**config.mk**
```make
export PLATFORM = sky130hd
export DESIGN_NAME = apb_master_flat
export DESIGN_NICKNAME = d
export VERILOG_FILES = /design/src/rtl/apb_master_pkg.sv /design/src/rtl/apb_master_if.sv /design/src/rtl/apb_addr_decoder.sv /design/src/rtl/apb_master.sv /design/src/flat_wrapper.sv
export SDC_FILE = /design/constraint.sdc
export NUM_CORES = 1
export LEC_CHECK = 0
export CORE_AREA = 2 2 117 119
export DETAILED_ROUTE_END_ITERATION = 12
export DIE_AREA = 0 0 119 121
export PLACE_DENSITY_LB_ADDON = 0.15
export SYNTH_ARGS = -nofsm -noshare
export SYNTH_HDL_FRONTEND = slang
export SYNTH_HIERARCHICAL = 1
export SYNTH_SLANG_ARGS = --single-unit
export TNS_END_PERCENT = 30
```
**constraint.sdc**
```tcl
create_clock -name PCLK -period 2.7 [get_ports PCLK]
set_input_delay 0.54 -clock PCLK [delete_from_list [all_inputs] [get_ports PCLK]]
set_output_delay 0.54 -clock PCLK [all_outputs]
set_load 0.005 [all_outputs]
```
**src/rtl/apb_master_pkg.sv**
```systemverilog
// Shared definitions for the APB master: FSM state encoding, parameter
// defaults and the slave-index width carved out of req_addr[13:12].
// No ports; imported by the interface, the decoder and the top level.
package apb_pkg;

  localparam int          NUM_SLV_DEF = 4;
  localparam logic [15:0] BASE_DEF    = 16'h1000;
  localparam int          TIMEOUT_DEF = 16;

  // Slave index comes from req_addr[13:12].
  localparam int          IDX_W       = 2;

  typedef enum logic [1:0] {
    IDLE   = 2'd0,
    SETUP  = 2'd1,
    ACCESS = 2'd2
  } apb_state_e;

endpackage

```
**src/rtl/apb_master_if.sv**
```systemverilog
// Bundle of the request/response handshake and the APB bus signals.
//   req_*  : request side (valid/ready handshake, address, direction, data)
//   rsp_*  : one-cycle completion pulse with read data and error flag
//   P*     : APB master outputs and per-slave PRDATA/PREADY inputs
// modport master : seen by apb_master
// modport slave  : the opposite direction, for the requester/slave side
interface apb_master_if
  import apb_pkg::*;
#(
  parameter int NUM_SLV = NUM_SLV_DEF
);

  logic                      req_valid;
  logic                      req_ready;
  logic [31:0]               req_addr;
  logic                      req_write;
  logic [31:0]               req_wdata;

  logic                      rsp_valid;
  logic [31:0]               rsp_rdata;
  logic                      rsp_err;

  logic [31:0]               PADDR;
  logic [31:0]               PWDATA;
  logic                      PWRITE;
  logic                      PENABLE;
  logic [NUM_SLV-1:0]        PSEL;
  logic [NUM_SLV-1:0][31:0]  PRDATA;
  logic [NUM_SLV-1:0]        PREADY;

  modport master (
    input  req_valid, req_addr, req_write, req_wdata, PRDATA, PREADY,
    output req_ready, rsp_valid, rsp_rdata, rsp_err,
           PADDR, PWDATA, PWRITE, PENABLE, PSEL
  );

  modport slave (
    output req_valid, req_addr, req_write, req_wdata, PRDATA, PREADY,
    input  req_ready, rsp_valid, rsp_rdata, rsp_err,
           PADDR, PWDATA, PWRITE, PENABLE, PSEL
  );

endinterface

```
**src/rtl/apb_addr_decoder.sv**
```systemverilog
// Combinational address decode for the APB master.
//   addr_hi  : req_addr[31:16], must equal BASE
//   addr_slv : req_addr[13:12], slave index
//   mapped   : address hits BASE and an existing slave
//   idx      : slave index (meaningful only when mapped)
module apb_addr_decoder
  import apb_pkg::*;
#(
  parameter int          NUM_SLV = NUM_SLV_DEF,
  parameter logic [15:0] BASE    = BASE_DEF
) (
  input  logic [15:0]      addr_hi,
  input  logic [IDX_W-1:0] addr_slv,
  output logic             mapped,
  output logic [IDX_W-1:0] idx
);

  assign idx    = addr_slv;
  assign mapped = (addr_hi == BASE) &&
                  ({30'd0, addr_slv} < 32'(NUM_SLV));

endmodule

```
**src/rtl/apb_master.sv**
```systemverilog
// APB master: accepts one request at a time over a valid/ready handshake,
// runs the IDLE -> SETUP -> ACCESS sequence on the APB bus and returns a
// one-cycle response pulse.  Unmapped requests and slaves that stay
// not-ready for TIMEOUT ACCESS cycles are answered with rsp_err=1.
//   PCLK   : clock, rising edge
//   PRESET : synchronous active-low reset
//   bus    : apb_master_if.master (request, response and APB signals)
// All bus and response outputs are registered; req_ready is a decode of the
// state register.
module apb_master
  import apb_pkg::*;
#(
  parameter int          NUM_SLV = NUM_SLV_DEF,
  parameter logic [15:0] BASE    = BASE_DEF,
  parameter int          TIMEOUT = TIMEOUT_DEF
) (
  input  logic         PCLK,
  input  logic         PRESET,
  apb_master_if.master bus
);

  localparam int CNT_W = $clog2(TIMEOUT + 1);

  apb_state_e           state_r, state_n;
  logic [NUM_SLV-1:0]   psel_r, psel_n;
  logic                 penable_r, penable_n;
  logic [31:0]          paddr_r, paddr_n;
  logic [31:0]          pwdata_r, pwdata_n;
  logic                 pwrite_r, pwrite_n;
  logic                 rsp_valid_r, rsp_valid_n;
  logic                 rsp_err_r, rsp_err_n;
  logic [31:0]          rsp_rdata_r, rsp_rdata_n;
  logic [IDX_W-1:0]     idx_r, idx_n;
  logic [CNT_W-1:0]     wait_r, wait_n;

  logic                 dec_mapped_s;
  logic [IDX_W-1:0]     dec_idx_s;
  logic                 pready_sel_s;
  logic [31:0]          prdata_sel_s;

  apb_addr_decoder #(
    .NUM_SLV (NUM_SLV),
    .BASE    (BASE)
  ) u_dec (
    .addr_hi  (bus.req_addr[31:16]),
    .addr_slv (bus.req_addr[13:12]),
    .mapped   (dec_mapped_s),
    .idx      (dec_idx_s)
  );

  // Select the active slave's PREADY/PRDATA using the latched index.
  always_comb begin
    pready_sel_s = 1'b0;
    prdata_sel_s = 32'd0;
    for (int i = 0; i < NUM_SLV; i++) begin
      if (idx_r == IDX_W'(i)) begin
        pready_sel_s = bus.PREADY[i];
        prdata_sel_s = bus.PRDATA[i];
      end else begin
        pready_sel_s = pready_sel_s;
        prdata_sel_s = prdata_sel_s;
      end
    end
  end

  // Next-state and next-output logic; bus fields hold unless changed.
  always_comb begin
    state_n     = state_r;
    psel_n      = psel_r;
    penable_n   = penable_r;
    paddr_n     = paddr_r;
    pwdata_n    = pwdata_r;
    pwrite_n    = pwrite_r;
    idx_n       = idx_r;
    wait_n      = wait_r;
    rsp_valid_n = 1'b0;
    rsp_err_n   = 1'b0;
    rsp_rdata_n = 32'd0;

    case (state_r)
      IDLE: begin
        if (bus.req_valid) begin
          if (dec_mapped_s) begin
            state_n   = SETUP;
            paddr_n   = bus.req_addr;
            pwdata_n  = bus.req_wdata;
            pwrite_n  = bus.req_write;
            idx_n     = dec_idx_s;
            wait_n    = '0;
            penable_n = 1'b0;
            for (int i = 0; i < NUM_SLV; i++) begin
              psel_n[i] = (dec_idx_s == IDX_W'(i));
            end
          end else begin
            // Unmapped: answer immediately with an error, bus untouched.
            rsp_valid_n = 1'b1;
            rsp_err_n   = 1'b1;
          end
        end else begin
          state_n = IDLE;
        end
      end

      SETUP: begin
        state_n   = ACCESS;
        penable_n = 1'b1;
      end

      ACCESS: begin
        // PREADY wins over a timeout reached on the same edge.
        if (pready_sel_s) begin
          state_n     = IDLE;
          psel_n      = '0;
          penable_n   = 1'b0;
          rsp_valid_n = 1'b1;
          rsp_rdata_n = pwrite_r ? 32'd0 : prdata_sel_s;
        end else if (wait_r == CNT_W'(TIMEOUT - 1)) begin
          state_n     = IDLE;
          psel_n      = '0;
          penable_n   = 1'b0;
          rsp_valid_n = 1'b1;
          rsp_err_n   = 1'b1;
        end else begin
          wait_n = wait_r + CNT_W'(1);
        end
      end

      default: begin
        state_n   = IDLE;
        psel_n    = '0;
        penable_n = 1'b0;
      end
    endcase
  end

  // State and output registers with synchronous active-low reset.
  always_ff @(posedge PCLK) begin
    if (!PRESET) begin
      state_r     <= IDLE;
      psel_r      <= '0;
      penable_r   <= 1'b0;
      paddr_r     <= 32'd0;
      pwdata_r    <= 32'd0;
      pwrite_r    <= 1'b0;
      idx_r       <= '0;
      wait_r      <= '0;
      rsp_valid_r <= 1'b0;
      rsp_err_r   <= 1'b0;
      rsp_rdata_r <= 32'd0;
    end else begin
      state_r     <= state_n;
      psel_r      <= psel_n;
      penable_r   <= penable_n;
      paddr_r     <= paddr_n;
      pwdata_r    <= pwdata_n;
      pwrite_r    <= pwrite_n;
      idx_r       <= idx_n;
      wait_r      <= wait_n;
      rsp_valid_r <= rsp_valid_n;
      rsp_err_r   <= rsp_err_n;
      rsp_rdata_r <= rsp_rdata_n;
    end
  end

  assign bus.req_ready = (state_r == IDLE);
  assign bus.PSEL      = psel_r;
  assign bus.PENABLE   = penable_r;
  assign bus.PADDR     = paddr_r;
  assign bus.PWDATA    = pwdata_r;
  assign bus.PWRITE    = pwrite_r;
  assign bus.rsp_valid = rsp_valid_r;
  assign bus.rsp_err   = rsp_err_r;
  assign bus.rsp_rdata = rsp_rdata_r;

endmodule

```
**src/flat_wrapper.sv**
```systemverilog
// flat-port wrapper written by rule: the top's interface ports become plain ports
module apb_master_flat import apb_pkg::*;
#(
  parameter int          NUM_SLV = NUM_SLV_DEF,
  parameter logic [15:0] BASE    = BASE_DEF,
  parameter int          TIMEOUT = TIMEOUT_DEF
)
  (PCLK, PRESET, bus_req_valid, bus_req_addr, bus_req_write, bus_req_wdata, bus_PRDATA, bus_PREADY, bus_req_ready, bus_rsp_valid, bus_rsp_rdata, bus_rsp_err, bus_PADDR, bus_PWDATA, bus_PWRITE, bus_PENABLE, bus_PSEL);
  apb_master_if #(.NUM_SLV(NUM_SLV)) bus_i ();
  input  logic PCLK;
  input  logic PRESET;
  input wire logic [$bits(bus_i.req_valid)-1:0] bus_req_valid;
  input wire logic [$bits(bus_i.req_addr)-1:0] bus_req_addr;
  input wire logic [$bits(bus_i.req_write)-1:0] bus_req_write;
  input wire logic [$bits(bus_i.req_wdata)-1:0] bus_req_wdata;
  input wire logic [$bits(bus_i.PRDATA)-1:0] bus_PRDATA;
  input wire logic [$bits(bus_i.PREADY)-1:0] bus_PREADY;
  output wire logic [$bits(bus_i.req_ready)-1:0] bus_req_ready;
  output wire logic [$bits(bus_i.rsp_valid)-1:0] bus_rsp_valid;
  output wire logic [$bits(bus_i.rsp_rdata)-1:0] bus_rsp_rdata;
  output wire logic [$bits(bus_i.rsp_err)-1:0] bus_rsp_err;
  output wire logic [$bits(bus_i.PADDR)-1:0] bus_PADDR;
  output wire logic [$bits(bus_i.PWDATA)-1:0] bus_PWDATA;
  output wire logic [$bits(bus_i.PWRITE)-1:0] bus_PWRITE;
  output wire logic [$bits(bus_i.PENABLE)-1:0] bus_PENABLE;
  output wire logic [$bits(bus_i.PSEL)-1:0] bus_PSEL;
  assign bus_i.req_valid = bus_req_valid;
  assign bus_i.req_addr = bus_req_addr;
  assign bus_i.req_write = bus_req_write;
  assign bus_i.req_wdata = bus_req_wdata;
  assign bus_i.PRDATA = bus_PRDATA;
  assign bus_i.PREADY = bus_PREADY;
  assign bus_req_ready = bus_i.req_ready;
  assign bus_rsp_valid = bus_i.rsp_valid;
  assign bus_rsp_rdata = bus_i.rsp_rdata;
  assign bus_rsp_err = bus_i.rsp_err;
  assign bus_PADDR = bus_i.PADDR;
  assign bus_PWDATA = bus_i.PWDATA;
  assign bus_PWRITE = bus_i.PWRITE;
  assign bus_PENABLE = bus_i.PENABLE;
  assign bus_PSEL = bus_i.PSEL;
  apb_master #(.NUM_SLV(NUM_SLV), .BASE(BASE), .TIMEOUT(TIMEOUT)) u_core (.PCLK(PCLK), .PRESET(PRESET), .bus(bus_i));
endmodule
```
==> results.json, run 1 <==
{
  "dr_wl_met2_mm": 8.32,
  "die_w_um": 119,
  "powerDensity_nw_per_um2": 512,
  "critPathLaunchType": "primary input",
  "grt_antenna_before_repair": 0,
  "wl_met1_mm": 6.36,
  "die_area_um2": 14400,
  "grt-ovfl-total": 0,
  "min_period_over_period_pct": 97.2,
  "wire_per_inst_um": 17.2,
  "die_y_um": 121,
  "period_needed_ns": 2.62,
  "hpwl_mm": 12.9,
  "slew_headroom_pct": 67.9,
  "intPower_mw": 3.61,
  "vdd_drop_max_v": 0.000351,
  "cts_buffers": 17,
  "grt_pass1_wl_mm": 25.9,
  "hold_class": "reg2reg",
  "seqCellArea_um2": 2260,
  "worstPathArrival_ns": 2.96,
  "nets": 988,
  "synthFlopType": "dfxtp_1",
  "ios": 305,
  "synth_cells": 481,
  "hold_buffers": 0,
  "coreArea_um2": 13100,
  "p_switching_uw": 866,
  "synth_mux_area_share_pct": 15.5,
  "grt.total_usage_pct": 23.3,
  "dr_wl_met3_mm": 1.54,
  "pwr-share-seq_pct": 37.3,
  "critical_path.startpoint": "bus_req_addr[20]",
  "drt_iter0_markers": 253,
  "slew_violations": 0,
  "vias_per_cell": 4.83,
  "hold_viol": 0,
  "ff2ff_setup_slack_ns": 0.45,
  "fmax_ghz": 0.381,
  "finalNonFillerCells": 975,
  "crit_slowest_cell": "or4bb_2",
  "first_pass_iters": 4,
  "design_area_um2": 8740,
  "drv_cap": 0,
  "synth_top_area_cell": "dfxtp_1",
  "worstSetupPathType": "in2reg",
  "clkTransAtPathRegs_ns": 0.05,
  "postRouteWirelength_mm": 16.8,
  "io_buffer_count": 304,
  "worstPathRequired_ns": 3.04,
  "yosys.area_share.simple_pct": 19.1,
  "end_kind": "flop",
  "synth_area_um2": 4780,
  "seq_area_frac_synth_pct": 47.3,
  "avgSynthCellArea_um2": 9.94,
  "drtAntennaViolNets": 0,
  "root_buffer": "clkbuf_16",
  "placed_cells": 943,
  "power_leakage_nw": 3.14,
  "gp_congestion": 0.869,
  "layout-drive-gt1-share_pct": 12.3,
  "cts_buffer_depth": 2,
  "ys_types": 39,
  "synthTopCellsByCount": "nand2_1, dfxtp_1, a21boi_0",
  "fin_hold_ws_ns": 0.458,
  "multi_input_area_um2": 2360,
  "top_layer": "met4",
  "cts_tree": "built",
  "drt_drc_violations_left": 0,
  "antenna_cells": 0,
  "synth_top_family_by_area": "simple AND/OR/NAND/NOR gates",
  "worst_pin_slew_ns": 0.481,
  "yosys_warnings": 6,
  "p_comb_share_pct": 8.7,
  "swShare_pct": 19.4,
  "place_area_um2": 8100,
  "grt_max_degree": 37,
  "fillerInstances": 997,
  "pwr-share-clk_pct": 53.9,
  "cts_sinks": 113,
  "syn_nets": 683,
  "yosys.area_share.xor_xnor_pct": 0,
  "worstReg2RegEnd": "u_core/wait_r[4]",
  "area_growth_pct": 83.0,
  "yosysTopAreaCellShare_pct": 47.3,
  "crit_fanout": 6,
  "synth.most_common_cell": "nand2_1",
  "synth_fa_ha_area_share_pct": 0.524,
  "status": "finished clean",
  "synthArstFlopShare_pct": 0,
  "synth-seq-cells": 113,
  "row_count": 42,
  "clk-insertion-delay-late_ns": 0.41,
  "start_util_pct": 36.5,
  "crit_chain": "clkdlybuf4s50_1 > nor4_2 > buf_4 > and4_1 > or4bb_2 > o21a_4 > or3_1 > a21boi_1",
  "synth_edf_count": 0,
  "finalSetupViolations": 0,
  "fin_skew_ns": 0.00513,
  "num_vias": 4709,
  "htree_levels": 4,
  "worstSetupEndpoint": "u_core/wait_r[4]",
  "rsz0062_at_grt": "yes",
  "synth.area.top_cells": "dfxtp_1, mux4_2, nand2_1",
  "postCtsSetupRepairBufs": 0,
  "grt_pass1_vias": 4917,
  "synth_compound_area_share_pct": 13.7,
  "rr_worst_depth": 7,
  "reg2reg_from": "u_core/wait_r[0]",
  "max_stage_delay_ns": 0.66
}
cells in the final DEF (no fill, tap or decap), drive strengths merged, types with 3 or more instances in the layout:
cell / n
nor4: 3
clkdlybuf4s50: 303
bufinv: 5
clkinv: 4
nor2: 6
mux4: 33
clkinvlp: 4
inv: 4
buf: 24
a21boi: 71
nand2: 143
o21a: 3
and3: 33
a21oi: 4
dfxtp: 113
clkbuf: 18
state kept, by name, indices dropped and copies added, names as in the netlist, 2 cells and up:
register / count
u_core/idx_r: 2
u_core/bus.rsp_rdata: 32
u_core/bus.PWDATA: 32
u_core/state_r: 2
u_core/wait_r: 5
u_core/bus.PSEL: 4
u_core/bus.PADDR: 32
metrics by stage:
stage | power [mW] | util (%) | setup TNS (ns) | setup WS, ns
final | 4.47 | 66.8 | 0 | 0.0763
after global routing | 4.62 | 66.8 | -0.00652 | -0.00652
after CTS | 4.53 | 66.8 | 0 | 0.0878
after detailed placement | 2.09 | 61.9 | -16.51 | -0.330
after global placement | 2.09 | 61.9 | -17.99 | -0.318
after floorplan | 1.78 | - | 0 | 0.388
worst min path at each step:
| stage | from | end | slack [ns] | depth (start not counted) |
|---|---|---|---|---|
| after CTS | u_core/bus.PSEL[0] | u_core/bus.PSEL[0] | 0.46 | 1 |
| after global routing | u_core/bus.PADDR[8] | u_core/bus.PADDR[8] | 0.48 | 2 |
| after global placement | u_core/bus.PSEL[0] | u_core/bus.PSEL[0] | 0.44 | 1 |
| after detailed placement | u_core/bus.PSEL[0] | u_core/bus.PSEL[0] | 0.44 | 1 |
| final | u_core/bus.PSEL[0] | u_core/bus.PSEL[0] | 0.46 | 1 |
| after floorplan | u_core/wait_r[4] | u_core/wait_r[4] | 0.43 | 2 |
power by group through the flow:
stage,Clock [mW],Combinational [mW],Sequential (mW)
after global placement,0,0.381,1.71
after detailed placement,0,0.387,1.71
after floorplan,0,0.0729,1.71
after global routing,2.54,0.413,1.67
after CTS,2.47,0.391,1.67
final,2.41,0.391,1.67
final cells by class:
type	instances	area share, %
repair buffers	327	37.1
multi-input cells	324	27.0
flip-flops and latches	113	25.9
clock buffers	18	4.91
well taps	176	2.52
clock inverters	14	2.43
inverters	3	0.129
cells by family after synthesis:
| group | after synthesis |
|---|---|
| flip-flops | 113 |
| AO/OA/AOI/OAI | 87 |
| buffers and inverters | 44 |
| AND/OR/NAND/NOR | 202 |
| adder cells (fa/ha/maj) | 2 |
| multiplexers | 33 |
critical path: cells and delay by family:
family / cells / cell delay, ns
compound gates: 2 / 0.32
buf+inv: 2 / 0.58
simple gates: 4 / 1.52
timing repair:
action,CTS,global route
hold endpoints to repair,0,0
setup endpoints to repair,0,5
gates resized for setup,0,1
layer usage:
layer  GRT usage (%)  vias to the layer above
met2            40.0                      212
met3            8.60                       36
li1                -                     2288
met4            11.5                        0
met5               0                        -
met1            25.3                     2173
No activity file was read; power rests on OpenSTA's default activity.
==> run 2: changes to the inputs <==
--- a/config.mk
+++ b/config.mk
@@ -5,10 +5,12 @@
 export SDC_FILE = /design/constraint.sdc
 export NUM_CORES = 1
 export LEC_CHECK = 0
+export CAP_MARGIN = 0
 export CORE_AREA = 2 2 117 119
 export DETAILED_ROUTE_END_ITERATION = 12
 export DIE_AREA = 0 0 119 121
 export PLACE_DENSITY_LB_ADDON = 0.15
+export RECOVER_POWER = 50
 export SYNTH_ARGS = -nofsm -noshare
 export SYNTH_HDL_FRONTEND = slang
 export SYNTH_HIERARCHICAL = 1
==> run 2 against run 1 <==
Compared with the run above: largest cell class unchanged; total power is essentially flat; global-route usage is the same; via count fell by 0.42%; fmax fell by 0.18%; non-clock buffer count did not move; setup slack got worse by 0.0048 ns; first-iteration DRC count down 2.0%; critical path depth unchanged; sequential power barely moved; flip-flop and latch count unchanged; combinational power is essentially flat; sequential share of layout area about the same.
==> results.json, run 2 (synthesized netlist as in run 1, its figures left out) <==
{
  "wire_per_inst_um": 17.2,
  "seqCellArea_um2": 2260,
  "htree_levels": 4,
  "period_needed_ns": 2.63,
  "power_mw": 4.47,
  "nets": 988,
  "power_leakage_nw": 3.41,
  "status": "finished clean",
  "hpwl_mm": 12.9,
  "root_buffer": "clkbuf_16",
  "cts_buffers": 17,
  "first_pass_iters": 4,
  "ios": 305,
  "final_cell_mix": "clkdlybuf4s50_1, nand2_1, dfxtp_1",
  "crit_chain": "clkdlybuf4s50_1 > nor4_2 > buf_4 > and4_1 > or4bb_2 > o21a_4 > or3_1 > a21boi_1",
  "critPathBufInv": 2,
  "setup_tns_ns": 0,
  "grt_max_degree": 37,
  "critPathLaunchType": "primary input",
  "layout_commonest_cell": "clkdlybuf4s50_1",
  "io_buffer_count": 304,
  "postRouteWirelength_mm": 16.8,
  "drtAntennaViolNets": 0,
  "vdd_drop_max_v": 0.000351,
  "hold_class": "reg2reg",
  "num_vias": 4689,
  "fillerInstances": 997,
  "row_count": 42,
  "grt_antenna_before_repair": 1,
  "path_delay_family": "simple AND/OR/NAND/NOR gates",
  "cts_tree": "built",
  "grt_pass1_vias": 4917,
  "rsz0062_at_grt": "yes",
  "worst_pin_slew_ns": 0.463,
  "postCtsSetupRepairBufs": 0,
  "die_y_um": 121,
  "clk-insertion-delay-late_ns": 0.41,
  "crit_fanout": 6,
  "worstSetupPathType": "in2reg",
  "coreArea_um2": 13100,
  "worstPathArrival_ns": 2.96,
  "start_util_pct": 36.5,
  "end_kind": "flop",
  "grt.total_usage_pct": 23.3,
  "max_stage_delay_ns": 0.66,
  "slew_headroom_pct": 69.1,
  "drt_drc_violations_left": 0,
  "min_period_over_period_pct": 97.4,
  "hold_buffers": 0,
  "layout-drive-gt1-share_pct": 12.3,
  "area_growth_pct": 83.0,
  "cts-resized-gates": 0,
  "fin_skew_ns": 0.00547,
  "slew_violations": 0,
  "clkTransAtPathRegs_ns": 0.05,
  "drt_iter0_markers": 248,
  "grt_pass1_wl_mm": 25.9,
  "multi_input_area_um2": 2360,
  "vias_per_cell": 4.80,
  "die_area_um2": 14400,
  "fmax_ghz": 0.380,
  "cts_buffer_depth": 2,
  "grt-ovfl-total": 0,
  "powerDensity_nw_per_um2": 511,
  "cts_sinks": 113,
  "finalNonFillerCells": 976,
  "gp_congestion": 0.869,
  "hold_viol": 0,
  "final_util_pct": 66.8,
  "placed_cells": 943,
  "drv_cap": 0,
  "die_w_um": 119,
  "worstPathRequired_ns": 3.04,
  "crit_slowest_cell": "or4bb_2",
  "finalSetupViolations": 0
}
## run 2: cell types whose count changed in the layout (fill, tap and decap cells not counted)
cell / change
diode_2: +1
clkdlybuf4s50_1: -77
dlygate4sd3_1: +77
## run 2: area by class of cell
class / instances / share of cell area (%)
repair buffers: 327 / 37.1
clock buffers: 18 / 4.91
diodes: 1 / 0.0286
well taps: 176 / 2.52
multi-input cells: 324 / 27.0
inverters: 3 / 0.129
flip-flops and latches: 113 / 25.9
clock inverters: 14 / 2.43
## run 2: report_power, final
part           total [mW]  switching (mW)  internal [mW]
Sequential           1.67        0.000294           1.67
Combinational       0.390          0.0864          0.304
Clock                2.41           0.776           1.63
Total                4.47           0.863           3.61
## run 2: layer usage
metal / routed length [µm] / GRT usage (%) / vias up / part of all wire (%)
met3: 1510 / 8.60 / 36 / 9.0
met5: 0 / 0 / - / 0
met1: 6390 / 25.3 / 2158 / 38
met4: 588 / 11.5 / 0 / 3.5
met2: 8280 / 40.0 / 206 / 49
li1: - / - / 2289 / -
## run 2: worst register-to-register path, stage by stage, from the launching register on
cell      delay, ns
dfxtp_1        0.34
ha_1           0.25
and3_1         0.20
ha_1           0.20
or3b_2         0.49
o21a_4         0.24
or3_1          0.31
a21boi_1       0.15
## run 2: worst paths after layout
| kind | start | endpoint | slack (ns) | cells past startpoint |
|---|---|---|---|---|
| setup / recovery | bus_req_addr[20] | u_core/wait_r[4] | 0.07 | 8 |
| hold / removal | u_core/bus.PADDR[26] | u_core/bus.PADDR[26] | 0.46 | 2 |
| setup reg to reg | u_core/wait_r[0] | u_core/wait_r[4] | 0.45 | 7 |
| hold reg to reg | u_core/bus.PADDR[26] | u_core/bus.PADDR[26] | 0.46 | 2 |
## run 2: through the flow
step / cell area [µm²] / hold WS (ns) / worst slack (ns)
global route: 8740 / 0.475 / -0.00652
global placement: 8100 / 0.439 / -0.318
detailed placement: 8100 / 0.443 / -0.330
floorplan: 4780 / 0.431 / 0.388
finish: 8750 / 0.455 / 0.0715
CTS: 8740 / 0.460 / 0.0878
==> run 3: changes to the inputs <==
--- a/config.mk
+++ b/config.mk
@@ -6,9 +6,9 @@
 export NUM_CORES = 1
 export LEC_CHECK = 0
 export CAP_MARGIN = 0
-export CORE_AREA = 2 2 117 119
+export CORE_ASPECT_RATIO = 1.4
+export CORE_UTILIZATION = 33
 export DETAILED_ROUTE_END_ITERATION = 12
-export DIE_AREA = 0 0 119 121
 export PLACE_DENSITY_LB_ADDON = 0.15
 export RECOVER_POWER = 50
 export SYNTH_ARGS = -nofsm -noshare
==> constraint.sdc (replaced) <==
create_clock -name PCLK -period 2.25 [get_ports PCLK]
set_input_delay 0.45 -clock PCLK [delete_from_list [all_inputs] [get_ports PCLK]]
set_output_delay 0.45 -clock PCLK [all_outputs]
set_load 0.005 [all_outputs]
==> run 3 against run 2 <==
Compared with the run above: total power increased by 9.7%; routed wire length shrank 0.76%; first-iteration DRC count rose by 2.4%; flip-flop and latch count stayed put; die area is 4.0% higher; design area is 0.19% higher; largest cell class unchanged; combinational power increased by 23%; sequential share of layout area is 0.062 points lower; clock skew increased by 0.0025 ns; hold slack worse by 0.089 ns; sequential power rose by 20%; largest power group unchanged.
==> results.json, run 3 (synthesized netlist as in run 1, its figures left out) <==
{
  "slew_violations": 0,
  "power_mw": 4.90,
  "gp_congestion": 0.860,
  "grt_max_degree": 49,
  "die_y_um": 144,
  "cts_sinks": 113,
  "ios": 305,
  "period_needed_ns": 2.19,
  "worstHoldEndpoint": "u_core/bus.PADDR[29]",
  "vias_per_cell": 4.81,
  "ff2ff_setup_slack_ns": 0.13,
  "grt.total_usage_pct": 21.8,
  "min_period_over_period_pct": 97.2,
  "wire_per_inst_um": 16.8,
  "worstSetupPathType": "in2reg",
  "num_vias": 4768,
  "layout-drive-gt1-share_pct": 13.7,
  "worstPathArrival_ns": 2.53,
  "row_count": 51,
  "area_growth_pct": 83.4,
  "cts_tree": "built",
  "fmax_ghz": 0.457,
  "vdd_drop_max_v": 0.000503,
  "root_buffer": "clkbuf_16",
  "hold_viol": 0,
  "grt_pass1_wl_mm": 25.3,
  "critPathLaunchType": "primary input",
  "cts_buffer_depth": 2,
  "die_w_um": 104,
  "powerDensity_nw_per_um2": 559,
  "nets": 994,
  "grt_pass1_vias": 4956,
  "first_pass_iters": 4,
  "multi_input_area_um2": 2400,
  "drt_drc_violations_left": 0,
  "slew_headroom_pct": 55.7,
  "final_cell_mix": "clkdlybuf4s50_1, nand2_1, dfxtp_1",
  "start_util_pct": 34.0,
  "fin_skew_ns": 0.00800,
  "reg2reg_from": "u_core/wait_r[0]",
  "grt-ovfl-total": 0,
  "finalSetupViolations": 0,
  "power_leakage_nw": 3.48,
  "hold_buffers": 0,
  "fillerInstances": 1182,
  "worstReg2RegEnd": "u_core/wait_r[3]",
  "rsz0062_at_grt": "no",
  "clkTransAtPathRegs_ns": 0.05,
  "worst_pin_slew_ns": 0.665,
  "die_area_um2": 15000,
  "end_kind": "flop",
  "seqCellArea_um2": 2260,
  "hold_class": "in2reg",
  "layout_commonest_cell": "clkdlybuf4s50_1",
  "postRouteWirelength_mm": 16.6,
  "placed_cells": 958,
  "drtAntennaViolNets": 0,
  "coreArea_um2": 14000,
  "min_path_cells": 3,
  "grt_antenna_before_repair": 1,
  "finalNonFillerCells": 991,
  "rr_worst_depth": 7,
  "cts_buffers": 17,
  "crit_fanout": 6,
  "clk-insertion-delay-late_ns": 0.41,
  "worstPathRequired_ns": 2.59,
  "htree_levels": 4,
  "drv_cap": 0,
  "worstHoldStart": "bus_req_addr[29]",
  "status": "finished clean",
  "io_buffer_count": 304,
  "drt_iter0_markers": 254,
  "hpwl_mm": 12.5
}
[run 3: changes by cell type in the layout (fill, tap and decap cells not counted), moves of 2 or more]
cell / delta
a21boi_0: -2
a21boi_1: +2
buf_4: +4
bufinv_16: -5
clkdlybuf4s50_1: -10
clkinv_2: -2
clkinvlp_4: +4
dlygate4sd2_1: +2
dlymetal6s2s_1: +9
inv_6: +2
nor4_1: -2
nor4_2: +2
[run 3: what timing repair did]
action	in CTS	in global routing
pin swaps	4	6
buffers inserted	0	1
resized for setup	6	17
endpoints found under the setup margin	76	75
[run 3: per-layer routing]
| metal | routed length (µm) | track usage (%) |
|---|---|---|
| met3 | 1270 | 7.03 |
| met1 | 5930 | 21.5 |
| met4 | 375 | 9.40 |
| met5 | 0 | 0 |
| met2 | 9070 | 41.9 |
[run 3: critical path, stage by stage]
cell             delay, ns
clkdlybuf4s50_1       0.43
nor4_2                0.28
and4_4                0.28
or4bb_4               0.49
o21a_4                0.16
o41ai_1               0.28
a32o_1                0.17
[run 3: cell type report]
class	instances	area share (%)
repair buffers	333	37.8
multi-input cells	324	27.4
flip-flops and latches	113	25.8
clock buffers	18	5.01
well taps	185	2.64
clock inverters	14	1.24
inverters	3	0.128
diodes	1	0.0286
[run 3: where the power goes]
group / total (mW) / internal [mW] / switching [mW]
sequential: 2.00 / 2.00 / 0.000406
clock: 2.42 / 1.44 / 0.976
combinational: 0.480 / 0.369 / 0.112
[run 3: stage by stage]
step	utilization, %	hold WS (ns)	setup TNS, ns	setup WS [ns]	instance area, µm²
2_1_floorplan	-	0.431	0	0.0281	4780
3_3_place_gp	58.2	0.439	-44.67	-0.655	8170
3_5_place_dp	58.2	0.457	-48.12	-0.718	8170
4_1_cts	62.1	0.387	0	0.00272	8710
5_1_grt	62.4	0.354	0	0.0114	8760
6_report	62.4	0.366	0	0.0622	8760
[run 3: worst max path at each step]
stage | to | slack, ns | start | depth (start not counted)
CTS | u_core/wait_r[4] | 0.003 | bus_req_addr[24] | 8
detailed placement | u_core/bus.PADDR[14] | -0.72 | bus_req_addr[20] | 8
global route | u_core/wait_r[4] | 0.01 | bus_req_addr[23] | 7
finish | u_core/wait_r[3] | 0.06 | bus_req_addr[23] | 7
floorplan | u_core/idx_r[1] | 0.03 | bus_req_addr[20] | 8
global placement | u_core/wait_r[4] | -0.66 | bus_req_addr[31] | 7
